### config.mk
export PLATFORM = sky130hd
export DESIGN_NAME = seq_alu
export DESIGN_NICKNAME = d
export VERILOG_FILES = /design/src/rtl/alu_pkg.sv /design/src/rtl/seq_alu_muldiv.sv /design/src/rtl/seq_alu.sv
export SDC_FILE = /design/constraint.sdc
export NUM_CORES = 1
export LEC_CHECK = 0
export ABC_AREA = 1
export CORE_UTILIZATION = 57
export CTS_CLUSTER_SIZE = 28
export DETAILED_ROUTE_END_ITERATION = 8
export GPL_TIMING_DRIVEN = 0
export PLACE_DENSITY = 0.8
export SYNTH_ARGS = -nofsm -noshare
export SYNTH_HDL_FRONTEND = slang
export SYNTH_SLANG_ARGS = --single-unit
export TNS_END_PERCENT = 10
### constraint.sdc
create_clock -name clk -period 3.5 [get_ports clk]
set_input_delay 0.7 -clock clk [delete_from_list [all_inputs] [get_ports clk]]
set_output_delay 0.7 -clock clk [all_outputs]
set_load 0.005 [all_outputs]
### src/rtl/alu_pkg.sv
// -----------------------------------------------------------------------------
// alu_pkg
// Shared definitions for the sequential ALU: 4-bit opcode constants, the
// handshake state encoding and opcode classification helpers.
// -----------------------------------------------------------------------------
package alu_pkg;

  localparam logic [3:0] OP_AND   = 4'b0000;
  localparam logic [3:0] OP_OR    = 4'b0001;
  localparam logic [3:0] OP_ADD   = 4'b0010;
  localparam logic [3:0] OP_SLTU  = 4'b0011;
  localparam logic [3:0] OP_SUB   = 4'b0110;
  localparam logic [3:0] OP_SLT   = 4'b0111;
  localparam logic [3:0] OP_MUL   = 4'b1000;
  localparam logic [3:0] OP_MULHU = 4'b1001;
  localparam logic [3:0] OP_DIVU  = 4'b1010;
  localparam logic [3:0] OP_REMU  = 4'b1011;
  localparam logic [3:0] OP_NOR   = 4'b1100;
  localparam logic [3:0] OP_EQ    = 4'b1111;

  typedef enum logic [1:0] {
    IDLE = 2'd0,
    BUSY = 2'd1,
    DONE = 2'd2
  } state_t;

  // Ops served by the iterative multiply/divide datapath.
  function automatic logic is_multicycle(input logic [3:0] op);
    return (op == OP_MUL) || (op == OP_MULHU) ||
           (op == OP_DIVU) || (op == OP_REMU);
  endfunction

  function automatic logic is_div(input logic [3:0] op);
    return (op == OP_DIVU) || (op == OP_REMU);
  endfunction

endpackage

### src/rtl/seq_alu_muldiv.sv
// -----------------------------------------------------------------------------
// seq_alu_muldiv
// Iterative unsigned multiply (shift-add) and restoring divide, one step per
// clock. The first step is taken on the start edge, so the remaining
// WIDTH-1 steps finish and done pulses in the WIDTH-th cycle after start.
//
// Ports
//   clk, rst_n      clock, async active-low reset
//   start           load operands and begin (one-cycle pulse)
//   op              opcode, only multiply vs divide matters here
//   a, b            operands (multiplicand/multiplier or dividend/divisor)
//   done            one-cycle pulse: acc holds the final value
//   acc             multiply: {hi, lo} product; divide: {remainder, quotient}
// -----------------------------------------------------------------------------
module seq_alu_muldiv
  import alu_pkg::*;
#(
  parameter int WIDTH = 32
) (
  input  logic                 clk,
  input  logic                 rst_n,
  input  logic                 start,
  input  logic [3:0]           op,
  input  logic [WIDTH-1:0]     a,
  input  logic [WIDTH-1:0]     b,
  output logic                 done,
  output logic [2*WIDTH-1:0]   acc
);

  localparam int CNT_W = $clog2(WIDTH + 1);

  logic                 busy;
  logic [CNT_W-1:0]     step_cnt;
  logic                 div_q;
  logic [WIDTH-1:0]     opd_q;
  logic [2*WIDTH-1:0]   acc_q;
  logic                 done_q;

  logic                 div_sel;
  logic [WIDTH-1:0]     opd_sel;
  logic [2*WIDTH-1:0]   acc_src;
  logic [2*WIDTH-1:0]   acc_nxt;

  // acc = {partial_hi, multiplier}; multiplier bits are consumed from bit 0
  // while the product shifts in from the top.
  function automatic logic [2*WIDTH-1:0] mul_step(input logic [2*WIDTH-1:0] cur,
                                                  input logic [WIDTH-1:0]   mcand);
    logic [WIDTH:0] sum;
    sum = cur[0] ? ({1'b0, cur[2*WIDTH-1:WIDTH]} + {1'b0, mcand})
                 : {1'b0, cur[2*WIDTH-1:WIDTH]};
    return {sum, cur[WIDTH-1:1]};
  endfunction

  // acc = {remainder, dividend/quotient}; bit WIDTH of the trial difference
  // is the borrow, i.e. clear when the shifted remainder covers the divisor.
  function automatic logic [2*WIDTH-1:0] div_step(input logic [2*WIDTH-1:0] cur,
                                                  input logic [WIDTH-1:0]   dvsr);
    logic [WIDTH:0] rem_sh;
    logic [WIDTH:0] diff;
    rem_sh = {cur[2*WIDTH-1:WIDTH], cur[WIDTH-1]};
    diff   = rem_sh - {1'b0, dvsr};
    if (!diff[WIDTH])
      return {diff[WIDTH-1:0], cur[WIDTH-2:0], 1'b1};
    else
      return {rem_sh[WIDTH-1:0], cur[WIDTH-2:0], 1'b0};
  endfunction

  always_comb begin
    div_sel = div_q;
    opd_sel = opd_q;
    acc_src = acc_q;
    if (start) begin
      div_sel = is_div(op);
      opd_sel = is_div(op) ? b : a;
      acc_src = {{WIDTH{1'b0}}, (is_div(op) ? a : b)};
    end
    acc_nxt = div_sel ? div_step(acc_src, opd_sel) : mul_step(acc_src, opd_sel);
  end

  always_ff @(posedge clk or negedge rst_n) begin
    if (!rst_n) begin
      busy     <= 1'b0;
      step_cnt <= '0;
      div_q    <= 1'b0;
      opd_q    <= '0;
      acc_q    <= '0;
      done_q   <= 1'b0;
    end else begin
      done_q <= 1'b0;
      if (start) begin
        busy     <= 1'b1;
        step_cnt <= CNT_W'(WIDTH - 1);
        div_q    <= div_sel;
        opd_q    <= opd_sel;
        acc_q    <= acc_nxt;
      end else if (busy) begin
        acc_q    <= acc_nxt;
        step_cnt <= step_cnt - 1'b1;
        if (step_cnt == CNT_W'(1)) begin
          busy   <= 1'b0;
          done_q <= 1'b1;
        end
      end
    end
  end

  assign done = done_q;
  assign acc  = acc_q;

endmodule

### src/rtl/seq_alu.sv
// -----------------------------------------------------------------------------
// seq_alu
// Sequential ALU with valid/ready handshakes on both sides. Logic, compare
// and add/sub ops complete in one cycle; multiply and divide iterate in
// seq_alu_muldiv. Results and flags are registered and held in DONE until
// the consumer takes them.
//
// Ports
//   clk, rst_n                 clock, async active-low reset
//   in_valid / in_ready        request handshake (A_in, B_in, ALU_Sel)
//   out_valid / out_ready      result handshake
//   ALU_Out                    result
//   Carry_Out, Zero, Overflow, Div_Zero   status flags
//
// state | meaning
// IDLE  | ready for a request
// BUSY  | multiply/divide iterating
// DONE  | result valid, waiting for out_ready
// -----------------------------------------------------------------------------
module seq_alu
  import alu_pkg::*;
#(
  parameter int WIDTH   = 32,
  parameter int REG_OUT = 1
) (
  input  logic              clk,
  input  logic              rst_n,
  input  logic              in_valid,
  output logic              in_ready,
  input  logic [WIDTH-1:0]  A_in,
  input  logic [WIDTH-1:0]  B_in,
  input  logic [3:0]        ALU_Sel,
  output logic              out_valid,
  input  logic              out_ready,
  output logic [WIDTH-1:0]  ALU_Out,
  output logic              Carry_Out,
  output logic              Zero,
  output logic              Overflow,
  output logic              Div_Zero
);

  generate
    if (REG_OUT != 1) begin : g_bad_reg_out
      $error("seq_alu: only REG_OUT = 1 is supported");
    end
    if (WIDTH < 8 || WIDTH > 64) begin : g_bad_width
      $error("seq_alu: WIDTH must be between 8 and 64");
    end
  endgenerate

  state_t               state;
  logic                 sel_hi_q;
  logic                 accept;
  logic                 start_md;
  logic                 md_done;
  logic [2*WIDTH-1:0]   md_acc;
  logic [WIDTH-1:0]     md_res;

  logic [WIDTH:0]       sum;
  logic [WIDTH:0]       diff;
  logic [WIDTH-1:0]     sc_res;
  logic                 sc_carry;
  logic                 sc_ovf;
  logic                 sc_dz;

  assign in_ready = (state == IDLE);
  assign accept   = in_valid && in_ready;
  // A zero multiplier or divisor has a known answer, so skip the iteration.
  assign start_md = accept && is_multicycle(ALU_Sel) && (B_in != '0);

  always_comb begin
    sum      = {1'b0, A_in} + {1'b0, B_in};
    diff     = {1'b0, A_in} - {1'b0, B_in};
    sc_res   = sum[WIDTH-1:0];
    sc_carry = 1'b0;
    sc_ovf   = 1'b0;
    sc_dz    = 1'b0;
    case (ALU_Sel)
      OP_AND:   sc_res = A_in & B_in;
      OP_OR:    sc_res = A_in | B_in;
      OP_NOR:   sc_res = ~(A_in | B_in);
      OP_SLT:   sc_res = WIDTH'($signed(A_in) < $signed(B_in));
      OP_SLTU:  sc_res = WIDTH'(A_in < B_in);
      OP_EQ:    sc_res = WIDTH'(A_in == B_in);
      OP_SUB: begin
        sc_res   = diff[WIDTH-1:0];
        sc_carry = ~diff[WIDTH];
        sc_ovf   = (A_in[WIDTH-1] != B_in[WIDTH-1]) &&
                   (diff[WIDTH-1] != A_in[WIDTH-1]);
      end
      OP_MUL, OP_MULHU: sc_res = '0;
      OP_DIVU: begin
        sc_res = '1;
        sc_dz  = 1'b1;
      end
      OP_REMU: begin
        sc_res = A_in;
        sc_dz  = 1'b1;
      end
      default: begin
        sc_res   = sum[WIDTH-1:0];
        sc_carry = sum[WIDTH];
        sc_ovf   = (A_in[WIDTH-1] == B_in[WIDTH-1]) &&
                   (sum[WIDTH-1] != A_in[WIDTH-1]);
      end
    endcase
  end

  seq_alu_muldiv #(.WIDTH(WIDTH)) u_muldiv (
    .clk   (clk),
    .rst_n (rst_n),
    .start (start_md),
    .op    (ALU_Sel),
    .a     (A_in),
    .b     (B_in),
    .done  (md_done),
    .acc   (md_acc)
  );

  // Opcode bit 0 picks the upper accumulator half: MULHU high product, REMU
  // remainder; MUL and DIVU take the lower half.
  assign md_res = sel_hi_q ? md_acc[2*WIDTH-1:WIDTH] : md_acc[WIDTH-1:0];

  always_ff @(posedge clk or negedge rst_n) begin
    if (!rst_n) begin
      state     <= IDLE;
      sel_hi_q  <= 1'b0;
      out_valid <= 1'b0;
      ALU_Out   <= '0;
      Carry_Out <= 1'b0;
      Zero      <= 1'b0;
      Overflow  <= 1'b0;
      Div_Zero  <= 1'b0;
    end else begin
      case (state)
        IDLE: begin
          if (accept) begin
            sel_hi_q <= ALU_Sel[0];
            if (start_md) begin
              state <= BUSY;
            end else begin
              state     <= DONE;
              out_valid <= 1'b1;
              ALU_Out   <= sc_res;
              Carry_Out <= sc_carry;
              Zero      <= (sc_res == '0);
              Overflow  <= sc_ovf;
              Div_Zero  <= sc_dz;
            end
          end
        end
        BUSY: begin
          if (md_done) begin
            state     <= DONE;
            out_valid <= 1'b1;
            ALU_Out   <= md_res;
            Carry_Out <= 1'b0;
            Zero      <= (md_res == '0);
            Overflow  <= 1'b0;
            Div_Zero  <= 1'b0;
          end
        end
        DONE: begin
          if (out_ready) begin
            state     <= IDLE;
            out_valid <= 1'b0;
          end
        end
        default: begin
          state     <= IDLE;
          out_valid <= 1'b0;
        end
      endcase
    end
  end

endmodule

==> impl_results.rst, run 1 <==
.. list-table::
   :header-rows: 1

   * - Metric
     - Value
   * - Run status
     - did not finish
   * - Stage where the flow stopped
     - 5_1_grt
   * - Error that ended the run
     - [ERROR GRT-0232] Routing congestion too high. Check the congestion heatmap in the GUI.
   * - Cell types occupying the most area after synthesis
     - dfrtp_1, nand2_1, ha_1
   * - Residual overflow from global routing
     - 2
   * - Cell area reported after detailed placement
     - 21300 um2
   * - Proportion of synthesized chip area in sequential cells
     - 18.8%
   * - Maximum buffer depth of the clock tree
     - 2
   * - Cell type with the highest aggregate area in the netlist
     - dfrtp_1
   * - Overall global routing resource usage
     - 61.5%
   * - Number of primary I/O pins
     - 110
   * - Yosys warnings
     - 0
   * - Synthesized area per cell
     - 5.89 um2
   * - Netlist area before placement
     - 19300 um2
   * - Placement Rows
     - 67
   * - Chip Width
     - 186 um
   * - Total number of H-tree levels
     - 4
   * - Total clock sinks
     - 145
   * - Starting density of the core
     - 57.8%
   * - Number of distinct library cells after synthesis
     - 60
   * - Detailed Place HPWL
     - 71.9 mm
   * - Number of standard cells after synthesis
     - 3283
   * - Grt repair worst endpoint
     - u_muldiv.acc[57]$_DFFE_PN0P_/D
   * - Largest net degree at the start of global routing
     - 95
   * - Buffers on Ports
     - 108
   * - Syn_nets
     - 3521
   * - Library cell with the highest instance count after synthesis
     - nand2_1
   * - Buffer cell driving the clock tree root
     - clkbuf_16
   * - Chip height
     - 186 um
   * - Fraction of post-synthesis cell area in the top cell type by area
     - 18.8%
   * - Main synth FF type
     - dfrtp_1
   * - Post-synth top cells
     - nand2_1, inv_1, nor2_1
   * - Number of buffers inserted for hold repair after clock tree synthesis
     - 0
   * - Synth Register Bits
     - 145
   * - Kind of pin the worst path terminates on
     - register input
   * - Number of buffers created by CTS
     - 17
   * - Async set or reset register ratio after synthesis
     - 100%
   * - Number of synthesized flops with an enable pin
     - 0
   * - Weighted congestion reported at the end of routability-driven placement
     - 1.13
[routing by layer]
| metal | global-route usage [%] | GRT overflow |
|---|---|---|
| met3 | 39.6 | 0 |
| met1 | 71.3 | 0 |
| met2 | 77.5 | 0 |
| met5 | 13.3 | 0 |
| met4 | 48.1 | 2 |
[what timing repair did]
action                                  CTS
pin swaps                                56
gates resized for setup                 428
cloned                                    2
setup buffers                            93
endpoints found under the setup margin   40
[logic make-up after synthesis]
group | count (synthesis) | synth area share [%]
xor gates and xnor gates | 54 | 2.44
AOI/OAI and AO/OA | 768 | 22.1
buffers and inverters | 652 | 13.5
adders and majority gates | 166 | 10.9
DFF | 145 | 18.8
and+or+nand+nor | 1498 | 32.3
[through the flow]
stage | setup slack [ns] | cells | hold WS, ns | util, %
after floorplan | -0.323 | 3283 | 0.404 | -
after global placement | -3.96 | 3839 | 0.466 | 63.6
after detailed placement | -2.53 | 3840 | 0.474 | 63.7
after CTS | -0.532 | 3966 | 0.225 | 70.7
==> run 2, diff against run 1 <==
--- a/config.mk
+++ b/config.mk
@@ -6,11 +6,10 @@
 export NUM_CORES = 1
 export LEC_CHECK = 0
 export ABC_AREA = 1
-export CORE_UTILIZATION = 57
-export CTS_CLUSTER_SIZE = 28
+export CORE_UTILIZATION = 40
 export DETAILED_ROUTE_END_ITERATION = 8
 export GPL_TIMING_DRIVEN = 0
-export PLACE_DENSITY = 0.8
+export PLACE_DENSITY_LB_ADDON = 0.15
 export SYNTH_ARGS = -nofsm -noshare
 export SYNTH_HDL_FRONTEND = slang
 export SYNTH_SLANG_ARGS = --single-unit
==> constraint.sdc (replaced) <==
create_clock -name clk -period 4.55 [get_ports clk]
set_input_delay 0.91 -clock clk [delete_from_list [all_inputs] [get_ports clk]]
set_output_delay 0.91 -clock clk [all_outputs]
set_load 0.005 [all_outputs]
==> run 2 against run 1 <==
  * The flow now finishes, with violations (setup timing)
  * Synthesized cell count is the same
  * Synthesized area is the same
==> impl_results.rst, run 2 <==
.. list-table::
   :header-rows: 1

   * - Metric
     - Value
   * - Run status
     - complete, but fails checks (was did not finish)
   * - Violated checks
     - setup timing
   * - Clock-pin slew reported for the worst setup and hold paths after clock tree synthesis
     - 0.08 ns
   * - Total number of H-tree levels
     - 4 (unchanged)
   * - Async set or reset register ratio after synthesis
     - 100% (unchanged)
   * - Residual overflow from global routing
     - 0
   * - Post-detailed-route DRC marker count
     - 0
   * - Data required time of the worst path
     - 4.88 ns
   * - Via count of the first global-routing pass
     - 22264
   * - Routed wirelength normalized by instance count
     - 25.0 um
   * - Clock network latency to the later pin of the worst-skew pair
     - 0.46 ns
   * - Buffers on Ports
     - 108 (unchanged)
   * - R2R Path Start
     - state[1]
   * - Number of buffers created by CTS
     - 17 (unchanged)
   * - Number of flip-flops in the largest register
     - 64
   * - Library cell with the highest instance count after synthesis
     - nand2_1 (unchanged)
   * - Starting density of the core
     - 40.5% (was 57.8%)
   * - Overall global routing resource usage
     - 41.4%
   * - Crit-path max FO
     - 7
   * - Most frequent standard cell in the layout excluding fill and tap cells
     - nand2_1
   * - Number of buffer and inverter stages on the critical path
     - 7
   * - Worst slack, placed
     - -2.65 ns (was -2.53 ns)
   * - Share of cells above drive strength 1
     - 16.1%
   * - Worst path top cell family by delay
     - simple AND/OR/NAND/NOR gates
   * - Post-synth top cells
     - nand2_1, inv_1, nor2_1 (unchanged)
   * - Proportion of synthesized chip area in sequential cells
     - 18.8% (unchanged)
   * - Static leakage power
     - 12.1 nW
   * - Vias/cell
     - 5.84
   * - Routed via count
     - 24241
   * - Power density normalized to cell area
     - 806 nW/um2
   * - Number of synthesized flops with an enable pin
     - 0 (unchanged)
   * - Number of primary I/O pins
     - 110 (unchanged)
   * - Final antenna-violating net count
     - 0
   * - Maximum buffer depth of the clock tree
     - 2 (unchanged)
   * - Period minus WS final
     - 4.66 ns
   * - Syn_nets
     - 3521 (unchanged)
   * - Buffer cell driving the clock tree root
     - clkbuf_16 (unchanged)
   * - Max Cap Violations
     - 0
   * - Initial antenna violation count
     - 2
   * - Startpoint class of the critical path
     - input port
   * - Synth Register Bits
     - 145 (unchanged)
   * - Relative area change from synthesis to final layout
     - 24.6%
   * - Combinational family with the most area after synthesis
     - simple AND/OR/NAND/NOR gates (unchanged)
   * - Min-delay worst type
     - in2async
   * - Wire length of the first global-routing pass
     - 150 mm
   * - Number of standard cells after synthesis
     - 3283 (unchanged)
   * - Total routed wirelength
     - 104 mm
   * - Main synth FF type
     - dfrtp_1 (unchanged)
   * - Final #Nets
     - 3757
   * - Normalized max-slew margin
     - 20.5%
   * - Total power consumption of the routed design
     - 19.4 mW
   * - Yosys warnings
     - 0 (unchanged)
   * - Finished layout cell area
     - 24100 um2
   * - Max Fclk
     - 215 MHz
   * - Setup Viol. Count Final
     - 22
   * - Cell types occupying the most area after synthesis
     - dfrtp_1, nand2_1, ha_1 (unchanged)
   * - DRT iter0 DRCs
     - 3207
   * - Source of the critical timing path
     - B_in[4]
   * - Largest net degree at the start of global routing
     - 90
   * - Pre-Repair DR Iteration Count
     - 6
   * - Chip height
     - 222 um (was 186 um)
   * - Fraction of post-synthesis cell area in the top cell type by area
     - 18.8% (unchanged)
   * - Fin. Hold Viols
     - 0
   * - Worst EP arrival
     - 4.99 ns
   * - WS Path Type
     - in2reg
   * - CP cell instances
     - buf_4 > inv_2 > nand4_1 > nor4_4 > nand2_1 > nand2_2 > buf_12 > inv_6 > buf_12 > buf_4 > or2_2 > o21ai_4 > inv_1 > ha_1 > a21oi_1 > o21ai_0 > nand2_1 > nand3_4 > a21oi_4 > xor2_2 > nor2_1 > a211oi_1 > a21oi_1
   * - Cell type with the highest aggregate area in the netlist
     - dfrtp_1 (unchanged)
   * - Compound-cell area share of the yosys netlist
     - 22.1% (unchanged)
   * - Max stage delay cell, worst path
     - nor4_4
   * - Netlist area before placement
     - 19300 um2 (unchanged)
   * - Detailed Place HPWL
     - 83.6 mm (was 71.9 mm)
   * - Weighted congestion reported at the end of routability-driven placement
     - 1.07 (was 1.13)
   * - Chip Width
     - 222 um (was 186 um)
   * - Highest ir drop seen on vdd
     - 0.652 mV
   * - Utilization after layout
     - 50.5%
   * - Post-route worst hold slack
     - 0.409 ns
   * - Number of buffers inserted for hold repair after clock tree synthesis
     - 0 (unchanged)
   * - Number of distinct library cells after synthesis
     - 60 (unchanged)
   * - Count of pins over their slew limit
     - 0
   * - Setup clock skew after layout
     - 0.0153 ns
   * - Worst Max-Slew Pin Slew
     - 1.18 ns
   * - Cell area reported after detailed placement
     - 21200 um2 (was 21300 um2)
   * - Share of synthesized cell area in full adder, half adder and majority cells
     - 10.9% (unchanged)
   * - Fraction of synthesized area in multiplexers
     - 0% (unchanged)
   * - Kind of end point of the critical path
     - flop
   * - Setup repair after global routing missed its margin
     - true
   * - Share of the synthesized netlist area taken by xor and xnor gates
     - 2.44% (unchanged)
   * - Placement Rows
     - 80 (was 67)
   * - Core footprint
     - 47700 um2
   * - Critical Path Max Stage Delay
     - 0.43 ns
   * - Crit path setup slack, layout
     - -0.108 ns
   * - Synthesized area per cell
     - 5.89 um2 (unchanged)
   * - Most frequent cells in the layout
     - nand2_1, inv_1, nor2_1
   * - Total clock sinks
     - 145 (unchanged)
   * - TritonCTS clock tree
     - built
   * - Post-synthesis simple-gate area fraction
     - 32.3% (unchanged)
   * - Final critical-path share of the clock period
     - 102%
   * - Die area
     - 49300 um2
run 2: cell counts after synthesis:
No cell type changed its count.
run 2: cells by family after synthesis:
| family | count (synthesis) |
|---|---|
| AOI/OAI and AO/OA | 768 |
| xor gates and xnor gates | 54 |
| adders and majority gates | 166 |
| buffers and inverters | 652 |
| DFF | 145 |
| and+or+nand+nor | 1498 |
run 2: report_power, final:
part           internal, mW  switching [mW]
Clock                 0.781           0.703
Sequential             1.98           0.415
Combinational          5.79            9.76
run 2: metal layers:
metal	global-route usage (%)	share of wire [%]
met1	57.0	42
met2	60.8	41
met3	9.73	11
met4	18.8	5.5
met5	0	0
run 2: final cells by class:
class	count	area (um2)
antenna	2	5.00
buffer	133	897
clock buffer	17	425
clock inverter	15	161
fill	5010	23600
inverter	519	1990
multi-input combinational	2486	14200
sequential	145	3630
tap	615	769
timing repair buffer	217	1990
run 2: final timing paths:
path	endpoint	slack (ns)	cells past startpoint
setup / recovery	u_muldiv.acc[48]	-0.11	23
max in group asynchronous	u_muldiv.acc[50]	3.21	2
min in group clk	ALU_Out[9]	0.48	2
hold reg to reg	ALU_Out[9]	0.48	2
setup reg to reg	u_muldiv.acc[58]	0.29	24
hold / removal	u_muldiv.step_cnt[2]	0.41	1
run 2: what timing repair did:
action	4_1_cts	5_1_grt
gates resized for setup	388	141
cloned	3	1
endpoints found under the setup margin	34	33
pin swaps	70	55
setup buffers	79	25
run 2: worst register-to-register path: stages, from the launching register on:
cell	delay, ns
dfrtp_1	0.44
nor2_2	0.17
inv_2	0.07
nor2_4	0.19
inv_2	0.07
nor2_4	0.08
nand2_2	0.09
buf_12	0.15
buf_12	0.14
buf_12	0.14
buf_12	0.13
o21ai_4	0.18
ha_4	0.19
inv_4	0.04
fa_2	0.38
nand2_4	0.10
o21ai_4	0.08
a21oi_1	0.27
inv_1	0.23
nand3_1	0.12
nand3_1	0.24
a21oi_2	0.28
xnor2_1	0.17
o21ai_1	0.08
a21oi_1	0.13
run 2: metrics by stage:
step / TNS [ns] / std cells
after floorplan: 0 / 3283
after global placement: -598.09 / 4006
after detailed placement: -84.46 / 4007
after CTS: 0 / 4121
after global routing: -4.30 / 4147
final: -1.25 / 4149
No activity file was read; power rests on OpenSTA's default activity.
==> run 3, diff against run 2 <==
--- a/config.mk
+++ b/config.mk
@@ -6,6 +6,8 @@
 export NUM_CORES = 1
 export LEC_CHECK = 0
 export ABC_AREA = 1
+export CELL_PAD_IN_SITES_DETAIL_PLACEMENT = 1
+export CELL_PAD_IN_SITES_GLOBAL_PLACEMENT = 1
 export CORE_UTILIZATION = 40
 export DETAILED_ROUTE_END_ITERATION = 8
 export GPL_TIMING_DRIVEN = 0
==> constraint.sdc (replaced) <==
create_clock -name clk -period 5.3 [get_ports clk]
set_input_delay 1.06 -clock clk [delete_from_list [all_inputs] [get_ports clk]]
set_output_delay 1.06 -clock clk [all_outputs]
set_load 0.005 [all_outputs]
==> run 3 against run 2 <==
  * The run still ends with setup timing left
  * Worst hold slack improved by 0.081 ns
  * Critical path depth fell by 1
  * Cell area shrank 5.8%
  * Largest power group unchanged
  * Combinational power shrank 22%
  * Sequential cell count is the same
  * Core utilization fell by 2.9 points
  * Global-route usage rose by 0.29 points
  * Power shrank 20%
  * Count of clock-buffer cells in the layout is 1 higher
==> impl_results.rst, run 3 (synthesized netlist as in run 2, its figures left out) <==
.. list-table::
   :header-rows: 1

   * - Metric
     - Value
   * - Run status
     - complete, but fails checks (unchanged)
   * - Violated checks
     - setup timing (unchanged)
   * - Worst slack, placed
     - -1.88 ns (was -2.65 ns)
   * - Final critical-path share of the clock period
     - 101%
   * - Startpoint class of the critical path
     - input port (unchanged)
   * - Via count of the first global-routing pass
     - 24127 (was 22264)
   * - Weighted congestion reported at the end of routability-driven placement
     - 0.985 (was 1.07)
   * - Number of flip-flops in the largest register
     - 64 (unchanged)
   * - Chip height
     - 222 um (unchanged)
   * - Setup clock skew after layout
     - 0.0115 ns (was 0.0153 ns)
   * - Power density normalized to cell area
     - 682 nW/um2 (was 806 nW/um2)
   * - Buffer cell driving the clock tree root
     - clkbuf_16 (unchanged)
   * - Post-detailed-route DRC marker count
     - 0 (unchanged)
   * - Period minus WS final
     - 5.33 ns
   * - Residual overflow from global routing
     - 0 (unchanged)
   * - Finished layout cell area
     - 22700 um2 (was 24100 um2)
   * - Max stage delay cell, worst path
     - nor4_4 (unchanged)
   * - Worst EP arrival
     - 5.72 ns (was 4.99 ns)
   * - Most frequent standard cell in the layout excluding fill and tap cells
     - nand2_1 (unchanged)
   * - Detailed Place HPWL
     - 87.0 mm (was 83.6 mm)
   * - DRT iter0 DRCs
     - 2969 (was 3207)
   * - Vias/cell
     - 6.04 (was 5.84)
   * - Starting density of the core
     - 40.5% (unchanged)
   * - Crit path setup slack, layout
     - -0.0331 ns (was -0.108 ns)
   * - Placement Rows
     - 80 (unchanged)
   * - Routed wirelength normalized by instance count
     - 25.8 um (was 25.0 um)
   * - Number of buffers inserted for hold repair after clock tree synthesis
     - 0 (unchanged)
   * - Total routed wirelength
     - 105 mm (was 104 mm)
   * - Final #Nets
     - 3675 (was 3757)
   * - Number of primary I/O pins
     - 110 (unchanged)
   * - Min-delay worst type
     - reg2reg (was in2async)
   * - TritonCTS clock tree
     - built (unchanged)
   * - CP cell instances
     - dlygate4sd2_1 > inv_2 > nand4_1 > nor4_4 > nand2_1 > nand2_2 > buf_12 > inv_2 > buf_4 > buf_4 > or2_2 > o21ai_2 > ha_4 > buf_4 > a21oi_1 > o21ai_0 > a21oi_2 > nand3_1 > a21oi_1 > xnor2_1 > o21ai_1 > a21oi_1 (was buf_4 > inv_2 > nand4_1 > nor4_4 > nand2_1 > nand2_2 > buf_12 > inv_6 > buf_12 > buf_4 > or2_2 > o21ai_4 > inv_1 > ha_1 > a21oi_1 > o21ai_0 > nand2_1 > nand3_4 > a21oi_4 > xor2_2 > nor2_1 > a211oi_1 > a21oi_1)
   * - Setup Viol. Count Final
     - 2 (was 22)
   * - Total power consumption of the routed design
     - 15.5 mW (was 19.4 mW)
   * - Crit-path max FO
     - 10 (was 7)
   * - Fin. Hold Viols
     - 0 (unchanged)
   * - Utilization after layout
     - 47.5% (was 50.5%)
   * - Normalized max-slew margin
     - 26.9% (was 20.5%)
   * - Core footprint
     - 47700 um2 (unchanged)
   * - Number of buffers created by CTS
     - 17 (unchanged)
   * - Placed insts
     - 4007 (unchanged)
   * - Setup TNS after final layout
     - -0.0431 ns (was -1.25 ns)
   * - Largest net degree at the start of global routing
     - 93 (was 90)
   * - Count of pins over their slew limit
     - 0 (unchanged)
   * - Initial antenna violation count
     - 6 (was 2)
   * - Pre-Repair DR Iteration Count
     - 5 (was 6)
   * - Share of cells above drive strength 1
     - 11.0% (was 16.1%)
   * - Final Non-Filler Cells
     - 4066 (was 4149)
   * - Critical Path Max Stage Delay
     - 0.46 ns (was 0.43 ns)
   * - Total number of H-tree levels
     - 4 (unchanged)
   * - Clock-pin slew reported for the worst setup and hold paths after clock tree synthesis
     - 0.07 ns (was 0.08 ns)
   * - Chip Width
     - 222 um (unchanged)
   * - Maximum buffer depth of the clock tree
     - 2 (unchanged)
   * - Worst Max-Slew Pin Slew
     - 1.10 ns (was 1.18 ns)
   * - Relative area change from synthesis to final layout
     - 17.3% (was 24.6%)
   * - Max Fclk
     - 188 MHz
   * - Post-route worst hold slack
     - 0.490 ns (was 0.409 ns)
   * - Wire length of the first global-routing pass
     - 153 mm (was 150 mm)
   * - Clock network latency to the later pin of the worst-skew pair
     - 0.46 ns (about the same)
   * - Die area
     - 49300 um2 (unchanged)
   * - Final antenna-violating net count
     - 0 (unchanged)
   * - Overall global routing resource usage
     - 41.7% (was 41.4%)
   * - Cell area reported after detailed placement
     - 21200 um2 (unchanged)
   * - WS Path Type
     - in2reg (unchanged)
   * - Kind of end point of the critical path
     - flop (unchanged)
   * - Max Cap Violations
     - 0 (unchanged)
   * - Routed via count
     - 24577 (was 24241)
   * - Total clock sinks
     - 145 (unchanged)
   * - Data required time of the worst path
     - 5.69 ns (was 4.88 ns)
   * - Static leakage power
     - 11.6 nW (was 12.1 nW)
   * - Buffers on Ports
     - 108 (unchanged)
   * - Highest ir drop seen on vdd
     - 0.487 mV (was 0.652 mV)
   * - Most frequent cells in the layout
     - nand2_1, inv_1, nor2_1 (unchanged)
## run 3: what timing repair did
item                       in CTS  in global routing
gates resized for setup       122                106
buffers inserted                9                 18
setup endpoints to repair      33                 33
pin swaps                      12                 25
## run 3: report_power, final
part           total [mW]  internal (mW)  switching [mW]
Clock                1.34          0.786           0.555
Combinational        12.1           3.93            8.12
Sequential           2.09           1.70           0.391
Total                15.5           6.42            9.06
## run 3: per-layer routing
metal  up-vias  GRT usage, %  part of all wire, %
met5         -             0                    0
met4         0          15.5                  3.9
met3       232          7.70                   10
met2      1372          60.6                   41
met1     12051          60.6                   45
li1      10922             -                    -
## run 3: final timing paths
kind | slack [ns] | from | depth (start not counted) | to
max in group asynchronous | 3.81 | rst_n | 2 | u_muldiv.acc[11]
min in group asynchronous | 0.56 | rst_n | 1 | u_muldiv.opd_q[26]
hold reg to reg | 0.49 | ALU_Out[30] | 2 | ALU_Out[30]
hold / removal | 0.49 | ALU_Out[30] | 2 | ALU_Out[30]
setup reg to reg | 0.60 | state[1] | 25 | u_muldiv.acc[49]
setup / recovery | -0.03 | B_in[2] | 22 | u_muldiv.acc[57]
## run 3: cell type report
type	count	area, um2
plain buffers	132	763
repair buffers	136	1310
flip-flops and latches	145	3630
clock inverters	13	188
well taps	615	769
inverters	519	1960
fillers	6551	25000
diodes	2	5.00
multi-input cells	2486	13700
clock buffers	18	429
## run 3: worst max-delay path: cells and delay by family
family,cells,cell delay [ns]
compound gates,7,1.42
xor+xnor,1,0.21
buf+inv,7,1.13
fa+ha+maj,1,0.27
simple gates,6,1.60
